File: config.mk
export PLATFORM = sky130hd
export DESIGN_NAME = seg7_scan_ctrl
export DESIGN_NICKNAME = d
export VERILOG_FILES = /design/src/rtl/seg7_pkg.sv /design/src/rtl/seg7_digitsonly.sv /design/src/rtl/seg7_scan_ctrl.sv
export SDC_FILE = /design/constraint.sdc
export NUM_CORES = 1
export LEC_CHECK = 0
export ABC_CLOCK_PERIOD_IN_PS = 2900
export CAP_MARGIN = 20
export CORE_MARGIN = 5
export CORE_UTILIZATION = 44
export CTS_BUF_LIST = sky130_fd_sc_hd__clkbuf_4 sky130_fd_sc_hd__clkbuf_8
export CTS_CLUSTER_SIZE = 16
export DETAILED_ROUTE_END_ITERATION = 8
export PLACE_DENSITY = 0.8
export SETUP_SLACK_MARGIN = 0.3
export SYNTH_ARGS = -nofsm -noshare
export SYNTH_HDL_FRONTEND = slang
export SYNTH_SLANG_ARGS = --single-unit
File: constraint.sdc
create_clock -name clk -period 2.9 [get_ports clk]
set_input_delay 0.435 -clock clk [delete_from_list [all_inputs] [get_ports clk]]
set_output_delay 0.435 -clock clk [all_outputs]
set_load 0.05 [all_outputs]
File: src/rtl/seg7_pkg.sv
// Shared types and constants for the seven-segment scan controller.
// Segment order is {a,b,c,d,e,f,g}, MSB = a, active high.
package seg7_pkg;

  typedef logic [6:0] seg_t;

  localparam seg_t SEG_BLANK = 7'b0000000;
  localparam seg_t SEG_0     = 7'b1111110;
  localparam seg_t SEG_1     = 7'b0110000;
  localparam seg_t SEG_2     = 7'b1101101;
  localparam seg_t SEG_3     = 7'b1111001;
  localparam seg_t SEG_4     = 7'b0110011;
  localparam seg_t SEG_5     = 7'b1011011;
  localparam seg_t SEG_6     = 7'b1011111;
  localparam seg_t SEG_7     = 7'b1110000;
  localparam seg_t SEG_8     = 7'b1111111;
  localparam seg_t SEG_9     = 7'b1111011;

  typedef enum logic {BLANK, SHOW} state_t;

endpackage

File: src/rtl/seg7_digitsonly.sv
// Combinational BCD digit decoder; non-decimal nibbles decode to blank.
module seg7_digitsonly
  import seg7_pkg::*;
(
  input  logic [3:0] nib,
  output seg_t       seg
);

  always_comb begin
    seg = SEG_BLANK;
    case (nib)
      4'd0:    seg = SEG_0;
      4'd1:    seg = SEG_1;
      4'd2:    seg = SEG_2;
      4'd3:    seg = SEG_3;
      4'd4:    seg = SEG_4;
      4'd5:    seg = SEG_5;
      4'd6:    seg = SEG_6;
      4'd7:    seg = SEG_7;
      4'd8:    seg = SEG_8;
      4'd9:    seg = SEG_9;
      default: seg = SEG_BLANK;
    endcase
  end

endmodule

File: src/rtl/seg7_scan_ctrl.sv
// Time-multiplexed seven-segment scan controller with double-buffered BCD value.
// Optional leading-zero suppression when SEG7_LZ_SUPPRESS_EN is defined.
module seg7_scan_ctrl
  import seg7_pkg::*;
#(
  parameter int NUM_DIGITS   = 4,
  parameter int DIV          = 1000,
  parameter int BLANK_CYCLES = 16
) (
  input  logic                    clk,
  input  logic                    rst,
  input  logic                    load,
  input  logic [4*NUM_DIGITS-1:0] value_in,
  output logic                    pending,
  output logic                    frame_start,
  output logic [NUM_DIGITS-1:0]   digit_sel,
  output seg_t                    segments
);

  localparam int CW = $clog2(DIV);
  localparam int IW = $clog2(NUM_DIGITS);
  localparam logic [CW-1:0] CNT_LAST    = CW'(DIV - 1);
  localparam logic [CW-1:0] CNT_BL_LAST = CW'(BLANK_CYCLES - 1);
  localparam logic [IW-1:0] IDX_LAST    = IW'(NUM_DIGITS - 1);

  logic [CW-1:0] cnt, cnt_nxt;
  logic [IW-1:0] idx, idx_nxt;
  state_t        state, state_nxt;
  logic          wrap, commit;

  logic [NUM_DIGITS-1:0][3:0] shadow, active;
  logic [3:0]                 nib;
  seg_t                       dec_seg, seg_nxt;
  logic [NUM_DIGITS-1:0]      sel_nxt;
  logic                       lz_show;

  always_ff @(posedge clk) begin
    if (rst) state <= BLANK;
    else     state <= state_nxt;
  end

  always_comb begin
    cnt_nxt   = cnt + 1'b1;
    idx_nxt   = idx;
    wrap      = 1'b0;
    state_nxt = state;
    if (cnt == CNT_LAST) begin
      cnt_nxt = '0;
      if (idx == IDX_LAST) begin
        idx_nxt = '0;
        wrap    = 1'b1;
      end else begin
        idx_nxt = idx + 1'b1;
      end
    end
    case (state)
      BLANK: if (cnt == CNT_BL_LAST) state_nxt = SHOW;
      SHOW:  if (cnt == CNT_LAST)    state_nxt = BLANK;
      default: state_nxt = BLANK;
    endcase
  end

  // Commit only at the frame boundary so a frame never mixes old and new digits.
  assign commit = wrap & pending;

`ifdef SEG7_LZ_SUPPRESS_EN
  logic [NUM_DIGITS-1:0] show_mask, mask_nxt;
  logic                  nz_above;

  // Bit k set when nibble k or any higher nibble of the shadow is non-zero.
  always_comb begin
    mask_nxt    = '0;
    nz_above    = 1'b0;
    mask_nxt[0] = 1'b1;
    for (int k = NUM_DIGITS - 1; k >= 1; k--) begin
      nz_above    = nz_above | (shadow[k] != 4'd0);
      mask_nxt[k] = nz_above;
    end
  end

  always_ff @(posedge clk) begin
    if (rst)         show_mask <= NUM_DIGITS'(1);
    else if (commit) show_mask <= mask_nxt;
  end

  assign lz_show = show_mask[idx_nxt];
`else
  assign lz_show = 1'b1;
`endif

  assign nib     = active[idx_nxt];
  assign sel_nxt = NUM_DIGITS'(1) << idx_nxt;

  seg7_digitsonly u_dec (
    .nib (nib),
    .seg (dec_seg)
  );

  assign seg_nxt = (nib > 4'd9 || !lz_show) ? SEG_BLANK : dec_seg;

  always_ff @(posedge clk) begin
    if (rst) begin
      cnt         <= '0;
      idx         <= '0;
      shadow      <= '0;
      active      <= '0;
      pending     <= 1'b0;
      frame_start <= 1'b0;
      digit_sel   <= '0;
      segments    <= SEG_BLANK;
    end else begin
      cnt         <= cnt_nxt;
      idx         <= idx_nxt;
      frame_start <= wrap;
      if (commit) active <= shadow;
      // A load on the commit edge lands in the shadow and stays pending.
      if (load) begin
        shadow  <= value_in;
        pending <= 1'b1;
      end else if (commit) begin
        pending <= 1'b0;
      end
      digit_sel <= (state_nxt == SHOW) ? sel_nxt : '0;
      segments  <= (state_nxt == SHOW) ? seg_nxt : SEG_BLANK;
    end
  end

endmodule

# Word-level counts from Yosys, hierarchy flattened

Memories as Yosys holds them, arrays and structs flattened. A register that Yosys moved wholly into a read port is not among the register bits.
Cells that the tools add are included.

Memories kept: 1
Output and inout bits: 13
ROM bits: 112
Latch bits: 0
Flip-flop bits (word level): 51
Memory bits (writable): 0
Word-level logic and storage cells: 41
Input port bits: 19

Memory list:

| memory          | words | width | read ports | clocked after memory_dff | write ports | RTL line              | RTL |
|---|---|---|---|---|---|---|---|
| (no name shown) | 16    | 7     | 1          | 1                        | 0           | seg7_digitsonly.sv:11 | `case (nib)` |

Reductions and logical operators: 4
Bitwise operators: 3
Equal/unequal tests: 3
Add/sub/neg operators: 2
Muxes and demuxes: 11
Div/mod/pow operators: 0
$lt $le $gt $ge: 2
$mul: 0
Shifts and indexed selects: 1

Operator list:

| kind                                                                  | number |
|---|---|
| 10-bit by 1-bit adder with 10-bit output (second input constant)      | 1 |
| 10-bit == test (second input constant)                                | 1 |
| 10-bit by 4-bit == test with 1-bit output (second input constant)     | 1 |
| 4-bit binary-select mux with 2-bit select                             | 1 |
| 1-bit two-way mux                                                     | 6 |
| 4-bit greater-than comparator (second input constant)                 | 1 |
| 2-bit two-way mux                                                     | 2 |
| 4-bit two-way mux                                                     | 1 |
| 2-bit OR reduction                                                    | 2 |
| 1-bit by 2-bit << shifter with 4-bit output (first input constant)    | 1 |
| 2-bit by 3-bit < comparator with 1-bit output (second input constant) | 1 |
| 3-bit OR reduction                                                    | 1 |
| 2-bit by 1-bit adder with 2-bit output (second input constant)        | 1 |
| 2-bit == test (second input constant)                                 | 1 |
| 1-bit inverter                                                        | 2 |
| 1-bit one-hot mux with 2 select lines                                 | 1 |
| 2-bit nonzero test                                                    | 1 |
| 1-bit bitwise AND                                                     | 1 |

# Depth between registers and ports, before layout

Gate-level depths: netlist of the first run.

Depth after elaboration: 7
Depth in mapped cells: 13
Gate-level depth less buffers: 12

# Modules after synthesis

A second synthesis of the first run with hierarchy kept.

Cells, all modules: 282
Area total of the unflattened synthesis: 2534.9 um^2

Modules (own cells, without submodules):

| module          | cells an instance | seq. area each (um^2) | area each (um^2) | times used |
|---|---|---|---|---|
| seg7_scan_ctrl  | 252               | 1161.1                | 2321.0           | 1 |
| seg7_digitsonly | 30                | 0.0                   | 214.0            | 1 |

# Worst setup path after synthesis of the first run

Ideal clock, no wire load.

Kind: register to register
From: register cnt[0]
To: register segments[0]
Library setup time: 137 ps
Arrival: 2563 ps
Period minus slack after synthesis: 2700 ps
Buffers on the path: 1
Setup slack: 200 ps
Cell stages (with the launch flop): 13
Data required time: 2763 ps
Cells stage by stage: dfxtp_1 > ha_1 > and2_1 > buf_2 > and4_4 > nor2_2 > mux2i_1 > mux2i_1 > inv_1 > ha_1 > or2_2 > o2111ai_1 > o21ai_0

Word-level cells in the longest chain between the ends: 6
Elaborated cells on any way between the ends: 11
Classes of those cells: order compare: 1; eq/ne: 2; mux: 6; bitwise: 1; reduce/logical: 1

Ends and longest elaborated chain:

| element                                   | RTL line                                   | RTL |
|---|---|---|
| start, declared                           | seg7_scan_ctrl.sv:26                       | `logic [CW-1:0] cnt, cnt_nxt;` |
| start signal, assigned                    | seg7_scan_ctrl.sv:112                      | `cnt <= cnt_nxt;` |
| 10-bit == test                            | seg7_scan_ctrl.sv:47, seg7_scan_ctrl.sv:58 |  |
| 2-bit two-way mux                         | seg7_scan_ctrl.sv:47                       | `if (cnt == CNT_LAST) begin` |
| 4-bit binary-select mux with 2-bit select | seg7_scan_ctrl.sv:91                       | `assign nib = active[idx_nxt];` |
| 4-bit two-way mux (implied by the code)   | seg7_scan_ctrl.sv:91                       |  |
| 4-bit greater-than comparator             | seg7_scan_ctrl.sv:99                       | `assign seg_nxt = (nib > 4'd9 \|\| !lz_show) ? SEG_BLANK : dec_seg;` |
| 3-bit OR reduction (no source line)       | -                                          |  |
| end, declared                             | seg7_scan_ctrl.sv:17                       | `output seg_t segments` |

Several ways; a longest one is shown, not always the timed one. The select of a mux whose other input is x is not followed.
A chain may end at the register's enable or synchronous reset.

# Worst setup path in the final report of the first run

From: register cnt[4]
To: register segments[2]

Same word-level chain as after synthesis.

==> impl_metrics.csv, run 1 <==
group,metric,value,unit
run_status,status,"finished, final reports clean",
routing,vias,2339,
sta,drv_slew,0,
sta,rsz0062_at_grt,"true",
min_path,hold_path_class,"flip-flop to flip-flop",
final_layout,fill_cells,530,
grt,grt.total_usage,0.172,
yosys,yosysSeqAreaShare,0.427,
final_layout,drive_gt1_frac,0.202,
clock_tree,clkTransAtPathRegs,0.06,ns
routing,routed_wl,6.20,mm
yosys,syn_inst,307,
yosys,syn_nets,335,
sta,fin_ws,0.329,ns
yosys,yosys_warnings,0,
worst_setup_path,cp.required,3.15,ns
floorplan,die-area,7850,um^2
final_layout,n_antenna_cell,0,
worst_setup_path,critPathCaptureType,"flip-flop",
clock_tree,cts_root_buffer,"clkbuf_8",
grt,grt_pass1_vias,2156,
placed_design,gp_congestion,0.950,
floorplan,fp.dieH,88.6,um
pwr,ir_worst_vdd,331,uV
yosys,synth_ff_type,"dfxtp_1",
worst_setup_path,cp_max_fo,7,
yosys,synth.ff_latch_count,58,
pwr,powerDensity,537,nW/um^2
sta,timing.fmax,389,MHz
final_layout,utilization,0.595,
routing,wl_per_cell,14.4,um
routing,drtPass1Iterations,4,
floorplan,ios,32,
routing,vias_per_cell,5.43,
grt,grt_start_max_net_pins,36,
floorplan,die_x,88.6,um
sta,finalCritPeriodShare,0.887,
yosys,yosys.area.top_type,"dfxtp_1",
sta,fin_hold_ws,0.435,ns
sta,hold_viol,0,
sta,fin_skew,0.00743,ns
placed_design,io_buffers,31,
sta,layout_min_cycle_time,2.57,ns
clock_tree,clk_path_buf_depth,2,
clock_tree,clock_latency,0.34,ns
worst_setup_path,critical_path_arrival,2.83,ns
grt,grt_pass1_wl,10.4,mm
worst_setup_path,startpoint_type,"flip-flop",
clock_tree,cts.hold.buffers_added,0,
routing,drc_errors,0,
final_layout,area_delta_synth_final,30.3,%
floorplan,initial_core_util,0.457,
clock_tree,htreeDepth,3,
sta,relSlewSlack,0.365,
yosys,synthTopCellsByArea,"dfxtp_1 (43%), mux2i_1 (8.5%), nand2_1 (5.4%)",
yosys,synth_edf_count,0,
routing,drtAntennaViolNets,0,
floorplan,fp.coreArea,5960,um^2
worst_setup_path,critical_path_class,"flip-flop to flip-flop",
placed_design,pre_cts_slack,-0.134,ns
grt,gr-total-overflow,0,
sta,worst_pin_slew,0.950,ns
routing,drt_iter0_drc,302,
yosys,postSynth.asyncResetShare,0,
yosys,avgSynthCellArea,8.86,um^2
final_layout,layout.nets,379,
pwr,p_leak,1.39,nW
pwr,p_total,0.00190,W
yosys,synth_area,2720,um^2
placed_design,dp_hpwl,4.21,mm
clock_tree,cts_made_buffers,9,
sta,setup_viol,0,
run,maxCapViolCount,0,
clock_tree,clock_sinks,58,
floorplan,num_rows,28,
yosys,ys_types,52,
yosys,synth_top_area_frac,0.427,
grt,antenna_found_initial,0,
clock_tree,cts_tree,"built",
-- metal layers --
| layer | vias to the layer above | GRT usage | routed length (um) |
|---|---|---|---|
| li1 | 1160 | - | - |
| met1 | 1085 | 0.223 | 2780 |
| met2 | 81 | 0.260 | 2890 |
| met3 | 13 | 0.0410 | 407 |
| met4 | 0 | 0.0989 | 125 |
| met5 | - | 0 | 0 |
-- layout make-up --
class | count | area [um^2] | area share
Inverter | 9 | 33.8 | 0.00953
Tap cell | 75 | 93.8 | 0.0265
Timing Repair Buffer | 47 | 430 | 0.121
Clock buffer | 11 | 145 | 0.0409
Multi-Input combinational cell | 226 | 1540 | 0.434
Clock inverter | 5 | 125 | 0.0353
Sequential cell | 58 | 1180 | 0.332
-- critical path, stage by stage, from the launching register on --
cell and delay [ns]:
dfxtp_4 0.37, and4bb_4 0.40, and4_4 0.28, nor2_4 0.07, mux2i_2 0.17, mux2i_2 0.21
buf_4 0.17, ha_1 0.13, or2_4 0.12, nand2_1 0.07, or4_1 0.40, o31ai_1 0.08
-- metrics by stage --
step,instances,TNS (ns),cell area [um^2]
final,431,0,3540
after global routing,431,0,3540
after CTS,428,0,3480
after detailed placement,404,-0.644,3100
after global placement,404,0,3100
after floorplan,307,0,2730
-- where the power goes --
part	switching (W)	internal, W	leakage [nW]
sequential	0.0000124	0.000813	0.476
combinational	0.0000338	0.0000435	0.772
clock	0.000311	0.000689	0.137
-- final timing paths --
check                           startpoint           to  slack (ns)  cells after the start
worst min register to register      cnt[0]       cnt[0]        0.44                      1
worst max-delay path                cnt[4]  segments[2]        0.33                     11
worst min-delay path                cnt[0]       cnt[0]        0.44                      1
worst max register to register      cnt[4]  segments[2]        0.33                     11
-- logic make-up after synthesis --
| family | Yosys count | synth area share |
|---|---|---|
| flops | 58 | 0.427 |
| mux | 23 | 0.0846 |
| xor+xnor | 8 | 0.0258 |
| buf+inv | 23 | 0.0373 |
| fa+ha+maj | 9 | 0.0414 |
| compound gates | 55 | 0.139 |
| simple gates | 131 | 0.245 |
-- repair_timing --
action / CTS / global route
pin swaps: 3 / 7
buffers inserted: 8 / 3
resized for setup: 16 / 19
setup endpoints to repair: 7 / 7
-- sequential cells by signal, indices dropped and copies added (netlist names) --
register	cells
active	16
shadow	16
state	1
cnt	10
idx	2
pending	1
digit_sel	4
segments	7
frame_start	1
-- cells in the final DEF (no fill, tap or decap), types with 6 or more instances in the layout --
| cell type | n |
|---|---|
| nand2b_1 | 6 |
| inv_1 | 7 |
| clkbuf_8 | 10 |
| dfxtp_1 | 49 |
| o21ai_0 | 8 |
| and3_1 | 7 |
| nor2_1 | 33 |
| buf_4 | 16 |
| nand2_1 | 38 |
| clkdlybuf4s50_1 | 31 |
| ha_1 | 6 |
| a21oi_1 | 22 |
| nor3_1 | 8 |
| nand3_1 | 11 |
| mux2i_1 | 19 |
| dfxtp_2 | 7 |
-- synthesized netlist by cell type, types with 2 or more instances --
cell type	number
dfxtp_1	58
nand2_1	39
nor2_1	34
mux2i_1	23
a21oi_1	22
nand3_1	11
o21ai_0	11
ha_1	9
inv_1	9
and3_1	8
clkbuf_1	8
nor3_1	8
nand2b_1	6
nor2b_1	4
xnor2_1	4
xor2_1	4
and2_1	3
buf_2	3
nand4_1	3
o31ai_1	3
nor2_2	2
nor3b_1	2
o22ai_1	2
or2_2	2
or4_1	2
Power figures use the tool's default switching activity.
==> run 2: changes to the inputs <==
ABC_AREA = 1   (was not set)
CAP_MARGIN = 40   (was 20)
RECOVER_POWER = 50   (was not set)
==> run 2 against run 1 <==
Compared with the run above: count of clock-buffer cells in the layout rose by 2; final area fell by 9.6%; clock skew rose by 0.0020 ns; via count fell by 13%; wire length fell by 26%; register-to-register slack improved by 0.07 ns; hold slack improved by 0.021 ns; cell count fell by 0.70%; critical path type unchanged.
==> impl_metrics.csv, run 2 <==
group,metric,value,unit
pwr,ir_worst_vdd,309,uV
yosys,yosysSeqAreaShare,0.438,
yosys,synth_top_family_by_area,"simple AND/OR/NAND/NOR gates",
sta,drv_slew,0,
clock_tree,clock_latency,0.34,ns
final_layout,drive_gt1_frac,0.156,
sta,relSlewSlack,0.443,
placed_design,gp_congestion,0.810,
final_layout,reg_top3,"active (16), shadow (16), cnt (10)",
final_layout,fill_cells,552,
yosys,synth.ff_latch_count,58,
min_path,hp-start,"cnt[0]",
sta,layout_min_cycle_time,2.50,ns
grt,antenna_found_initial,0,
floorplan,die-area,7670,um^2
yosys,synth_compound_gate_area_share,0.144,
run_status,status,"finished, final reports clean",
sta,fin_skew,0.00942,ns
final_layout,layout.nets,376,
yosys,syn_nets,342,
worst_setup_path,rr_worst_depth,16,
placed_design,pre_cts_slack,0.195,ns
final_layout,area_delta_synth_final,20.9,%
pwr,powerDensity,485,nW/um^2
sta,finalCritPeriodShare,0.861,
yosys,synthMuxAreaShare,0,
worst_setup_path,critical_path_arrival,2.72,ns
routing,routed_wl,4.60,mm
worst_setup_path,slowest_delay,0.35,ns
grt,gr-total-overflow,0,
min_path,holdPathStages,1,
floorplan,num_rows,28,
run,maxCapViolCount,0,
routing,vias,2027,
placed_design,dpl.cell_count,410,
clock_tree,cts_root_buffer,"clkbuf_8",
sta,rsz0062_at_grt,"false",
worst_setup_path,timing.rr.end,"segments[6]",
yosys,yosys-top-cells-count,"dfxtp_1 (58), nor2_1 (53), nand2_1 (43)",
sta,hold_viol,0,
routing,drc_errors,0,
worst_setup_path,startpoint_type,"flip-flop",
worst_setup_path,rrSetupSlack,0.40,ns
routing,wl_per_cell,10.7,um
worst_setup_path,cp.required,3.12,ns
worst_setup_path,critical_path_class,"flip-flop to flip-flop",
grt,grt_pass1_vias,1780,
floorplan,ios,32,
yosys,synth_edf_count,0,
yosys,synth_simple_gate_area_frac,0.289,
floorplan,fp.coreArea,5890,um^2
sta,fin_hold_ws,0.456,ns
sta,fin_ws,0.404,ns
clock_tree,clock_sinks,58,
yosys,synthTopCellsByArea,"dfxtp_1 (44%), a211oi_1 (9.1%), nor2_1 (7.5%)",
sta,setup_viol,0,
floorplan,initial_core_util,0.450,
routing,drt_iter0_drc,87,
worst_setup_path,crit_slowest_cell,"dfxtp_1",
routing,drtAntennaViolNets,0,
yosys,avgSynthCellArea,8.44,um^2
clock_tree,htreeDepth,3,
grt,grt.total_usage,0.132,
routing,vias_per_cell,4.74,
placed_design,dp_hpwl,3.36,mm
final_layout,final_common_cell,"dfxtp_1",
worst_setup_path,crit_top_cell,"nand2_4",
placed_design,io_buffers,31,
worst_setup_path,critPathCaptureType,"flip-flop",
sta,timing.fmax,401,MHz
yosys,postSynth.asyncResetShare,0,
worst_setup_path,r2r-start,"cnt[0]",
worst_setup_path,cp_max_fo,11,
yosys,ys_types,36,
final_layout,layout_common_cells,"dfxtp_1 (58), nor2_1 (53), nand2_1 (42)",
yosys,synth_fa_ha_area_frac,0.0425,
min_path,hold_path_class,"flip-flop to flip-flop",
grt,grt_pass1_wl,7.78,mm
clock_tree,clk_path_buf_depth,2,
yosys,yosys.area.top_type,"dfxtp_1",
clock_tree,cts_tree,"built",
routing,drtPass1Iterations,4,
final_layout,fin_cells,428,
yosys,synth_top_area_frac,0.438,
clock_tree,clkTransAtPathRegs,0.07,ns
pwr,p_leak,1.32,nW
yosys,yosys_warnings,0,
sta,finalSetupTns,0,ns
final_layout,n_antenna_cell,0,
floorplan,die_x,87.6,um
yosys,synth_area,2650,um^2
grt,grt_start_max_net_pins,38,
clock_tree,cts_made_buffers,9,
yosys,yosys.area_share.xor_xnor,0.00331,
floorplan,fp.dieH,87.6,um
sta,worst_pin_slew,0.834,ns
yosys,synthMostInstantiatedCell,"dfxtp_1",
yosys,synth_ff_type,"dfxtp_1",
min_path,hold_end,"cnt[0]",
yosys,syn_inst,314,
worst_setup_path,crit_chain,"ha_1 > nand2_1 > inv_1 > nand3_4 > nand2_4 > nand2_4 > nand2_1 > nand3_1 > nand2_2 > clkinv_2 > ha_1 > or2_2 > nand2_4 > nand2_4 > nand2_4 > a21oi_2",
==> run 2: cell count changes after synthesis, moves of 6 or more <==
cell	change
mux2i_1	-23
nor3_1	-6
nand2_4	+6
and3_1	-7
inv_1	+30
a21oi_1	-18
o21ai_0	-11
a21oi_2	+6
a211oi_1	+32
nor2_1	+19
nand2b_1	-6
==> run 2: stage by stage <==
| stage | total power (W) | utilization | area (um^2) |
|---|---|---|---|
| finish | 0.00155 | 0.544 | 3200 |
| global route | 0.00163 | 0.544 | 3200 |
| CTS | 0.00157 | 0.542 | 3190 |
| detailed placement | 0.000923 | 0.512 | 3010 |
| global placement | 0.000920 | 0.512 | 3010 |
| floorplan | 0.000887 | - | 2650 |
==> run 2: cells by family (layout without fill, tap and decap cells) <==
group	Yosys count	in the layout
AND/OR/NAND/NOR	143	143
flip-flops	58	58
buffers and inverters	55	94
AO/OA/AOI/OAI	48	48
adder cells (fa/ha/maj)	9	9
XOR/XNOR	1	1
==> run 2: worst max-delay path by stage <==
stage                  end  slack [ns]    from
6_report       segments[6]        0.40  cnt[0]
5_1_grt        segments[3]        0.19  cnt[0]
4_1_cts        segments[6]        0.34  cnt[0]
3_5_place_dp   segments[6]        0.20  cnt[0]
3_3_place_gp   segments[5]        0.37  cnt[0]
2_1_floorplan  segments[4]        0.45  cnt[0]
==> run 2: cell type report <==
| cell class | count | area (um^2) | area share |
|---|---|---|---|
| Clock inverter | 3 | 15.0 | 0.00469 |
| Inverter | 43 | 165 | 0.0516 |
| Multi-Input combinational cell | 201 | 1270 | 0.396 |
| Timing Repair Buffer | 35 | 338 | 0.105 |
| Tap cell | 75 | 93.8 | 0.0293 |
| Clock buffer | 13 | 160 | 0.0500 |
| Sequential cell | 58 | 1160 | 0.362 |
==> run 2: metal layers <==
layer,wire [um],part of all wire,global-route usage
met2,2000,0.43,0.203
met3,288,0.063,0.0546
met5,0,0,0
met1,2220,0.48,0.161
met4,96,0.021,0.0628
==> run 2: worst max-delay path: cells and delay by family, from the launching register on <==
family | cells | cell delay (ns)
fa+ha+maj | 2 | 0.41
simple gates | 11 | 1.28
compound gates | 1 | 0.05
flops | 1 | 0.35
buf+inv | 2 | 0.28
==> run 2: report_power, final <==
part           total [W]  leakage (nW)  switching [W]  internal, W
sequential      0.000824         0.472     0.00000672     0.000817
clock           0.000650        0.0974       0.000293     0.000357
combinational  0.0000804         0.747      0.0000419    0.0000385
==> run 2: what timing repair did <==
item / 4_1_cts / 5_1_grt
hold buffers: 0 / 0
pin swaps: 0 / 1
resized for setup: 2 / 5
setup buffers: 0 / 2
endpoints found under the setup margin: 7 / 7
==> run 3: changes to the inputs <==
GPL_ROUTABILITY_DRIVEN = 0   (was not set)
==> results of run 3 <==
Final layout, timing and power as in run 2 (identical DEF).
